`config.mk`:
```
export PLATFORM = sky130hd
export DESIGN_NAME = servo_pose_sequencer
export DESIGN_NICKNAME = d
export VERILOG_FILES = /design/src/rtl/servo_pose_sequencer.sv
export SDC_FILE = /design/constraint.sdc
export NUM_CORES = 2
export LEC_CHECK = 0
export ABC_CLOCK_PERIOD_IN_PS = 69800
export BUFFER_PORTS_ARGS = -buffer_cell sky130_fd_sc_hd__buf_2
export CORE_MARGIN = 2
export CORE_UTILIZATION = 23
export CTS_CLUSTER_DIAMETER = 80
export DETAILED_ROUTE_END_ITERATION = 7
export PLACE_DENSITY_LB_ADDON = 0.12
export SYNTH_ARGS = -nofsm -noshare
export SYNTH_HDL_FRONTEND = slang
export SYNTH_SLANG_ARGS = --single-unit
export TNS_END_PERCENT = 10
```
`constraint.sdc`:
```
create_clock -name clk -period 69.8 [get_ports clk]
set_input_delay 3.49 -clock clk [delete_from_list [all_inputs] [get_ports clk]]
set_output_delay 3.49 -clock clk [all_outputs]
set_load 0.1 [all_outputs]
```
`src/rtl/servo_pose_sequencer.sv`:
```
// servo_pose_sequencer
//   N-channel gesture-to-servo driver. A gesture code selects one row of a
//   runtime-writable pose table. That row becomes the target width for every
//   channel. Each channel's applied width slews toward its target by at most
//   STEP_US per PWM frame, and only on frame boundaries. A pulse that has
//   already started is never reshaped.
//
// Ports
//   clk, reset     system clock; asynchronous active-low reset (released synchronously)
//   gesture        gesture code, 0 = hold; qualified by gesture_valid (one cycle)
//   cfg_we         pose table write strobe for table[cfg_pose][cfg_ch] <= clamp(cfg_width)
//   pwm_out        registered servo PWM, one bit per channel
//   cur_width      applied widths in us, channel 0 in [15:0]
//   frame_start    one-cycle pulse when the microsecond frame counter wraps to 0
//   busy           any channel still moving toward its target
//   gesture_err    one-cycle pulse for a gesture code above NUM_POSES
module servo_pose_sequencer #(
    parameter int NUM_CH     = 5,
    parameter int NUM_POSES  = 16,
    parameter int GW         = 8,
    parameter int CLK_HZ     = 50_000_000,
    parameter int PERIOD_US  = 20000,
    parameter int MIN_US     = 1000,
    parameter int MAX_US     = 2000,
    parameter int DEFAULT_US = 1500,
    parameter int STEP_US    = 50,
    localparam int PW        = (NUM_POSES > 1) ? $clog2(NUM_POSES) : 1,
    localparam int CW        = (NUM_CH > 1) ? $clog2(NUM_CH) : 1
) (
    input  logic                 clk,
    input  logic                 reset,
    input  logic [GW-1:0]        gesture,
    input  logic                 gesture_valid,
    input  logic                 cfg_we,
    input  logic [PW-1:0]        cfg_pose,
    input  logic [CW-1:0]        cfg_ch,
    input  logic [15:0]          cfg_width,
    output logic [NUM_CH-1:0]    pwm_out,
    output logic [NUM_CH*16-1:0] cur_width,
    output logic                 frame_start,
    output logic                 busy,
    output logic                 gesture_err
);

    localparam int DIV = CLK_HZ / 1_000_000;
    localparam int PSW = (DIV > 1) ? $clog2(DIV) : 1;
    localparam int FW  = (PERIOD_US > 1) ? $clog2(PERIOD_US) : 1;

    typedef enum logic [1:0] {HOLD = 2'd0, RISE = 2'd1, FALL = 2'd2} slew_e;

    logic [1:0]        rst_sync_q;
    logic              rst_n;
    logic              us_tick;
    logic [PSW-1:0]    presc_q, presc_d;
    logic [FW-1:0]     frame_us_q, frame_us_d;
    logic              frame_start_q, frame_start_d;
    logic [NUM_CH-1:0] pwm_q, pwm_d;
    logic              gesture_err_q, gesture_err_d;
    logic [15:0]       cur_q    [NUM_CH];
    logic [15:0]       cur_d    [NUM_CH];
    logic [15:0]       target_q [NUM_CH];
    logic [15:0]       target_d [NUM_CH];
    logic [15:0]       table_q  [NUM_POSES][NUM_CH];
    logic [15:0]       table_d  [NUM_POSES][NUM_CH];
    slew_e             state_q  [NUM_CH];
    slew_e             state_d  [NUM_CH];

    function automatic logic [15:0] clamp_width(input logic [15:0] w);
        logic [15:0] r;
        r = w;
        if (w < 16'(MIN_US)) r = 16'(MIN_US);
        else if (w > 16'(MAX_US)) r = 16'(MAX_US);
        return r;
    endfunction

    // 17-bit intermediates so cur +/- STEP_US can never wrap before the
    // comparison against the target.
    function automatic logic [15:0] slew_step(input slew_e st, input logic [15:0] cur,
                                              input logic [15:0] tgt);
        logic [16:0] up;
        logic [16:0] lim;
        logic [15:0] r;
        up  = {1'b0, cur} + 17'(STEP_US);
        lim = {1'b0, tgt} + 17'(STEP_US);
        r   = cur;
        if (STEP_US == 0) begin
            r = tgt;
        end else begin
            case (st)
                RISE:    r = (up >= {1'b0, tgt}) ? tgt : up[15:0];
                FALL:    r = ({1'b0, cur} <= lim) ? tgt : (cur - 16'(STEP_US));
                default: r = cur;
            endcase
        end
        return r;
    endfunction

    // Reset asserts asynchronously, so PWM drops at once, and releases on a clock edge.
    always_ff @(posedge clk or negedge reset) begin
        if (!reset) rst_sync_q <= 2'b00;
        else        rst_sync_q <= {rst_sync_q[0], 1'b1};
    end
    assign rst_n = rst_sync_q[1];

    always_comb begin
        us_tick       = (presc_q == PSW'(DIV - 1));
        presc_d       = us_tick ? '0 : presc_q + PSW'(1);
        frame_us_d    = frame_us_q;
        frame_start_d = 1'b0;
        if (us_tick) begin
            if (frame_us_q == FW'(PERIOD_US - 1)) begin
                frame_us_d    = '0;
                frame_start_d = 1'b1;
            end else begin
                frame_us_d = frame_us_q + FW'(1);
            end
        end

        // A gesture reads table_q, the value before this cycle's write.
        // That gives read-before-write when both hit the same entry.
        gesture_err_d = gesture_valid && (32'(gesture) > NUM_POSES);
        for (int i = 0; i < NUM_CH; i++) target_d[i] = target_q[i];
        if (gesture_valid) begin
            for (int p = 0; p < NUM_POSES; p++) begin
                if (32'(gesture) == p + 1) begin
                    for (int i = 0; i < NUM_CH; i++) target_d[i] = table_q[p][i];
                end
            end
        end

        for (int p = 0; p < NUM_POSES; p++) begin
            for (int c = 0; c < NUM_CH; c++) begin
                table_d[p][c] = table_q[p][c];
                if (cfg_we && (32'(cfg_pose) == p) && (32'(cfg_ch) == c))
                    table_d[p][c] = clamp_width(cfg_width);
            end
        end

        // Widths move only on frame_start. The direction is re-derived from
        // the post-step width and the post-load target.
        for (int i = 0; i < NUM_CH; i++) begin
            pwm_d[i] = (32'(frame_us_q) < 32'(cur_q[i]));
            cur_d[i] = frame_start_q ? slew_step(state_q[i], cur_q[i], target_q[i]) : cur_q[i];
            if (cur_d[i] < target_d[i])      state_d[i] = RISE;
            else if (cur_d[i] > target_d[i]) state_d[i] = FALL;
            else                             state_d[i] = HOLD;
        end
    end

    always_ff @(posedge clk or negedge rst_n) begin
        if (!rst_n) begin
            presc_q       <= '0;
            frame_us_q    <= '0;
            frame_start_q <= 1'b0;
            pwm_q         <= '0;
            gesture_err_q <= 1'b0;
            for (int i = 0; i < NUM_CH; i++) begin
                cur_q[i]    <= 16'(DEFAULT_US);
                target_q[i] <= 16'(DEFAULT_US);
                state_q[i]  <= HOLD;
            end
            for (int p = 0; p < NUM_POSES; p++)
                for (int c = 0; c < NUM_CH; c++)
                    table_q[p][c] <= 16'(DEFAULT_US);
        end else begin
            presc_q       <= presc_d;
            frame_us_q    <= frame_us_d;
            frame_start_q <= frame_start_d;
            pwm_q         <= pwm_d;
            gesture_err_q <= gesture_err_d;
            for (int i = 0; i < NUM_CH; i++) begin
                cur_q[i]    <= cur_d[i];
                target_q[i] <= target_d[i];
                state_q[i]  <= state_d[i];
            end
            for (int p = 0; p < NUM_POSES; p++)
                for (int c = 0; c < NUM_CH; c++)
                    table_q[p][c] <= table_d[p][c];
        end
    end

    always_comb begin
        busy = 1'b0;
        for (int i = 0; i < NUM_CH; i++)
            if (state_q[i] != HOLD) busy = 1'b1;
    end

    for (genvar g = 0; g < NUM_CH; g++) begin : g_cur
        assign cur_width[16*g +: 16] = cur_q[g];
    end

    assign pwm_out     = pwm_q;
    assign frame_start = frame_start_q;
    assign gesture_err = gesture_err_q;

endmodule

```
==> impl_metrics.env <==
export IMPL_post_route_ant_nets=0
export IMPL_vdd_drop_max_mv=0.0209
export IMPL_r2r_start="target_q[58]$_DFF_PN1_"
export IMPL_hold_viol=0
export IMPL_viasPerCell=5.14
export IMPL_min_delay_path_class="reg -> async"
export IMPL_root_buffer="sky130_fd_sc_hd__clkbuf_16"
export IMPL_gp_congestion=0.877
export IMPL_seq_area_um2=37800
export IMPL_clk_latency_ns=0.86
export IMPL_total_cts_buffers=190
export IMPL_run_status="finished, final reports clean"
export IMPL_synth_area_per_cell_um2=9.24
export IMPL_wl_per_cell_um=29.6
export IMPL_synth_yosys_warnings=0
export IMPL_fraction_of_final_layout_cells_sized_beyond_drive_strength_1_pct=16.3
export IMPL_clock_tree_from_tritoncts="yes"
export IMPL_timing_hold_ws_ns=0.346
export IMPL_row_count=212
export IMPL_core_box_area_um2=333000
export IMPL_area_share_of_fa_ha_maj_cells_after_synthesis_pct=5.49
export IMPL_utilization_pct=26.7
export IMPL_worst_r2r_setup_slack_ns=63.38
export IMPL_cts_hold_buffers=0
export IMPL_cts_reportedPaths_clkPinSlew_ns=0.06
export IMPL_finish_net_count=8648
export IMPL_drtIter0Drc=5960
export IMPL_reg2reg_path_depth=20
export IMPL_cts_buffer_depth=4
export IMPL_clock_fmax_mhz=114
export IMPL_ios=123
export IMPL_post_cts_resized_instances=0
export IMPL_synth_ff_type="sky130_fd_sc_hd__dfrtp_1"
export IMPL_cp_endpoint="state_q[1]$_DFF_PN0_"
export IMPL_synth_mux_area_share_pct=1.96
export IMPL_crit_start="gesture[1]"
export IMPL_port_buffers=122
export IMPL_drv_max_cap_violation_count=0
export IMPL_drcViolationCount=0
export IMPL_place_hpwl_mm=262
export IMPL_critical_path_endpoint_category="register"
export IMPL_post_route_period_util_pct=12.5
export IMPL_ys_types=95
export IMPL_static_leakage_power_nw=37.2
export IMPL_floorplan_initialDensity_pct=23.1
export IMPL_worst_ep_required_time_ns=70.52
export IMPL_synth_ff_latch_count=1480
export IMPL_synth_simple_area_share_pct=16.6
export IMPL_grt_start_max_net_pins=158
export IMPL_synth_top_family_by_area="compound AO/OA/AOI/OAI gates"
export IMPL_wl_mm=379
export IMPL_multi_input_logic_area_um2=36400
export IMPL_grt_antenna_before_repair=47
export IMPL_cts_num_sinks=1480
export IMPL_global_route_usage_total_pct=21.9
export IMPL_synth_compound_gate_area_share_pct=21.0
export IMPL_grt_remaining_overflow=0
export IMPL_first_pass_grt_wire_length_mm=532
export IMPL_worst_slew_pin_transition_ns=1.45
export IMPL_post_cts_repair_setup_buffers=0
export IMPL_post_synth_xor_area_fraction_pct=1.72
export IMPL_finalSetupTns_ns=0
export IMPL_seq_area_frac_synth_pct=49.1
export IMPL_number_of_global_route_vias_before_repair=64567
export IMPL_crit_type="in -> reg"
export IMPL_async_flop_share_pct=100
export IMPL_rsz_0062_raised_after_global_routing="no"
export IMPL_crit_start_category="input port"
export IMPL_netlist_area_um2=77000
export IMPL_syn_instance_count=8335
export IMPL_firstDrtPassIters=7
export IMPL_die_area_um2=340000
export IMPL_timing_final_setup_violations=0
export IMPL_syn_to_final_growth_pct=15.6
export IMPL_ctsHtreeMaxLevel=4
export IMPL_cellPowerDensity_nw_per_um2=25.2
export IMPL_final_period_minus_worst_setup_slack_ns=8.75
export IMPL_r2r_end="state_q[7]$_DFF_PN0_"
export IMPL_synth_net_count=8708
export IMPL_die_height_um=583
export IMPL_synth_edff_count=0
export IMPL_route_vias_total=66008
export IMPL_final_max_slew_violation_count=0
export IMPL_timing_slew_headroom_pct=2.29
export IMPL_critPathMaxFanout=67
export IMPL_die_width_um=583
export IMPL_clock_skew_ns=0.0402
export IMPL_layout_filler_cells=35625
export IMPL_worstPathArrival_ns=9.48
cell usage in the layout (no fill, tap or decap), drive strengths merged, types with 34 or more instances in the layout:
master	count
xnor2	138
nand2	1294
ha	338
nand3	123
o221ai	58
mux2i	140
a221oi	40
and3	48
dfstp	630
a21o	52
dfrtp	850
o21a	58
or4	34
a22oi	120
and2	405
nor2	431
o22ai	216
clkbuf	298
nor2b	68
nand4	68
a211oi	89
nor4	46
o21ai	1236
a31oi	53
nor3	103
a21oi	423
nand2b	45
buf	334
inv	224
o211ai	82
layer usage:
layer | vias to the layer above | share of wire (%) | track usage, %
met5 | - | 0.015 | 0
met4 | 8 | 3.1 | 6.76
met3 | 467 | 6.0 | 3.31
met2 | 2298 | 45 | 34.4
met1 | 33660 | 46 | 30.8
li1 | 29575 | - | -
logic make-up (layout without fill, tap and decap cells):
kind of cell	count (synthesis)	count (layout)
buffers and inverters	805	900
and+or+nand+nor	2736	2736
DFF	1480	1480
xor gates and xnor gates	151	151
adders and majority gates	338	338
other	1	17
AOI/OAI and AO/OA	2674	2674
muxes	150	150
synth_stat cells, types with 48 or more instances:
library cell / n / area share, %
sky130_fd_sc_hd__o21ai_0: 1221 / 7.9
sky130_fd_sc_hd__nand4_1: 68 / 0.55
sky130_fd_sc_hd__and3_1: 48 / 0.39
sky130_fd_sc_hd__and2_1: 405 / 3.3
sky130_fd_sc_hd__mux2i_1: 140 / 1.8
sky130_fd_sc_hd__dfstp_2: 630 / 21
sky130_fd_sc_hd__nor2_1: 422 / 2.1
sky130_fd_sc_hd__nor2b_1: 68 / 0.55
sky130_fd_sc_hd__o211ai_1: 82 / 0.80
sky130_fd_sc_hd__a21oi_1: 423 / 2.7
sky130_fd_sc_hd__buf_2: 90 / 0.58
sky130_fd_sc_hd__a211oi_1: 87 / 0.85
sky130_fd_sc_hd__ha_1: 338 / 5.5
sky130_fd_sc_hd__dfrtp_1: 850 / 28
sky130_fd_sc_hd__a21o_1: 52 / 0.51
sky130_fd_sc_hd__inv_1: 218 / 1.1
sky130_fd_sc_hd__a31oi_1: 52 / 0.42
sky130_fd_sc_hd__a22oi_1: 120 / 1.2
sky130_fd_sc_hd__nor3_1: 100 / 0.65
sky130_fd_sc_hd__o221ai_1: 58 / 0.66
sky130_fd_sc_hd__o22ai_1: 216 / 1.8
sky130_fd_sc_hd__clkbuf_1: 459 / 2.2
sky130_fd_sc_hd__xnor2_1: 138 / 1.6
sky130_fd_sc_hd__o21a_1: 58 / 0.57
sky130_fd_sc_hd__nand3_1: 123 / 0.80
sky130_fd_sc_hd__nand2_1: 1293 / 6.3
layout make-up:
type / count / area share, %
Clock buffer: 298 / 6.36
Tap cell: 4387 / 6.16
Clock inverter: 49 / 0.636
Timing Repair Buffer: 334 / 2.57
Multi-Input combinational cell: 6050 / 40.8
Sequential cell: 1480 / 42.5
Antenna cell: 16 / 0.0450
Inverter: 219 / 0.923
stage by stage:
stage,std cells,area (um2),power [W],setup WS [ns]
after global routing,12821,89000,0.00233,60.72
after CTS,12817,89000,0.00227,61.15
final,12833,89100,0.00225,61.05
after floorplan,8335,77000,0.00113,26.59
after global placement,12468,82800,0.00125,60.23
after detailed placement,12470,82800,0.00125,60.25
flip-flops by register name, summed over array words and instances (netlist names):
register,count
gesture_err,1
table_q,1280
state_q,10
frame_start,1
cur_width,80
presc_q,6
pwm_out,5
target_q,80
rst_sync_q,2
frame_us_q,15
how the worst min path moves through the flow:
stage | from | to | depth (start not counted) | slack, ns
final | rst_sync_q[1]$_DFF_PN0_ | table_q[605]$_DFFE_PN0P_ | 0 | 0.35
after global routing | rst_sync_q[0]$_DFF_PN0_ | rst_sync_q[1]$_DFF_PN0_ | 0 | 0.36
after CTS | rst_sync_q[0]$_DFF_PN0_ | rst_sync_q[1]$_DFF_PN0_ | 0 | 0.36
after detailed placement | rst_sync_q[0]$_DFF_PN0_ | rst_sync_q[1]$_DFF_PN0_ | 0 | 0.34
after global placement | rst_sync_q[0]$_DFF_PN0_ | rst_sync_q[1]$_DFF_PN0_ | 0 | 0.34
after floorplan | rst_sync_q[0]$_DFF_PN0_ | rst_sync_q[1]$_DFF_PN0_ | 0 | 0.33
where the power goes:
group	internal, W	switching [W]	leakage (nW)
registers	0.000932	0.0000571	18.1
clock network	0.000594	0.000412	3.04
logic	0.0000832	0.000167	16.1
total	0.00161	0.000636	37.2
worst max-delay path: stages:
cell and delay [ns]:
sky130_fd_sc_hd__buf_8 0.39, sky130_fd_sc_hd__buf_4 0.76, sky130_fd_sc_hd__nor4_2 0.21, sky130_fd_sc_hd__nand2_4 0.34, sky130_fd_sc_hd__buf_4 0.50, sky130_fd_sc_hd__buf_4 0.66
sky130_fd_sc_hd__nand2_1 0.10, sky130_fd_sc_hd__buf_4 0.27, sky130_fd_sc_hd__a221oi_1 0.23, sky130_fd_sc_hd__o21ai_1 0.16, sky130_fd_sc_hd__a222oi_1 0.63, sky130_fd_sc_hd__o31ai_1 0.27
sky130_fd_sc_hd__a21oi_1 0.24, sky130_fd_sc_hd__ha_1 0.25, sky130_fd_sc_hd__nand2_1 0.10, sky130_fd_sc_hd__nor4_1 0.07, sky130_fd_sc_hd__a211oi_1 0.19, sky130_fd_sc_hd__o21ai_0 0.14
sky130_fd_sc_hd__a21oi_1 0.13, sky130_fd_sc_hd__o21a_1 0.16, sky130_fd_sc_hd__a21oi_1 0.05
No activity file was read; power rests on OpenSTA's default activity.
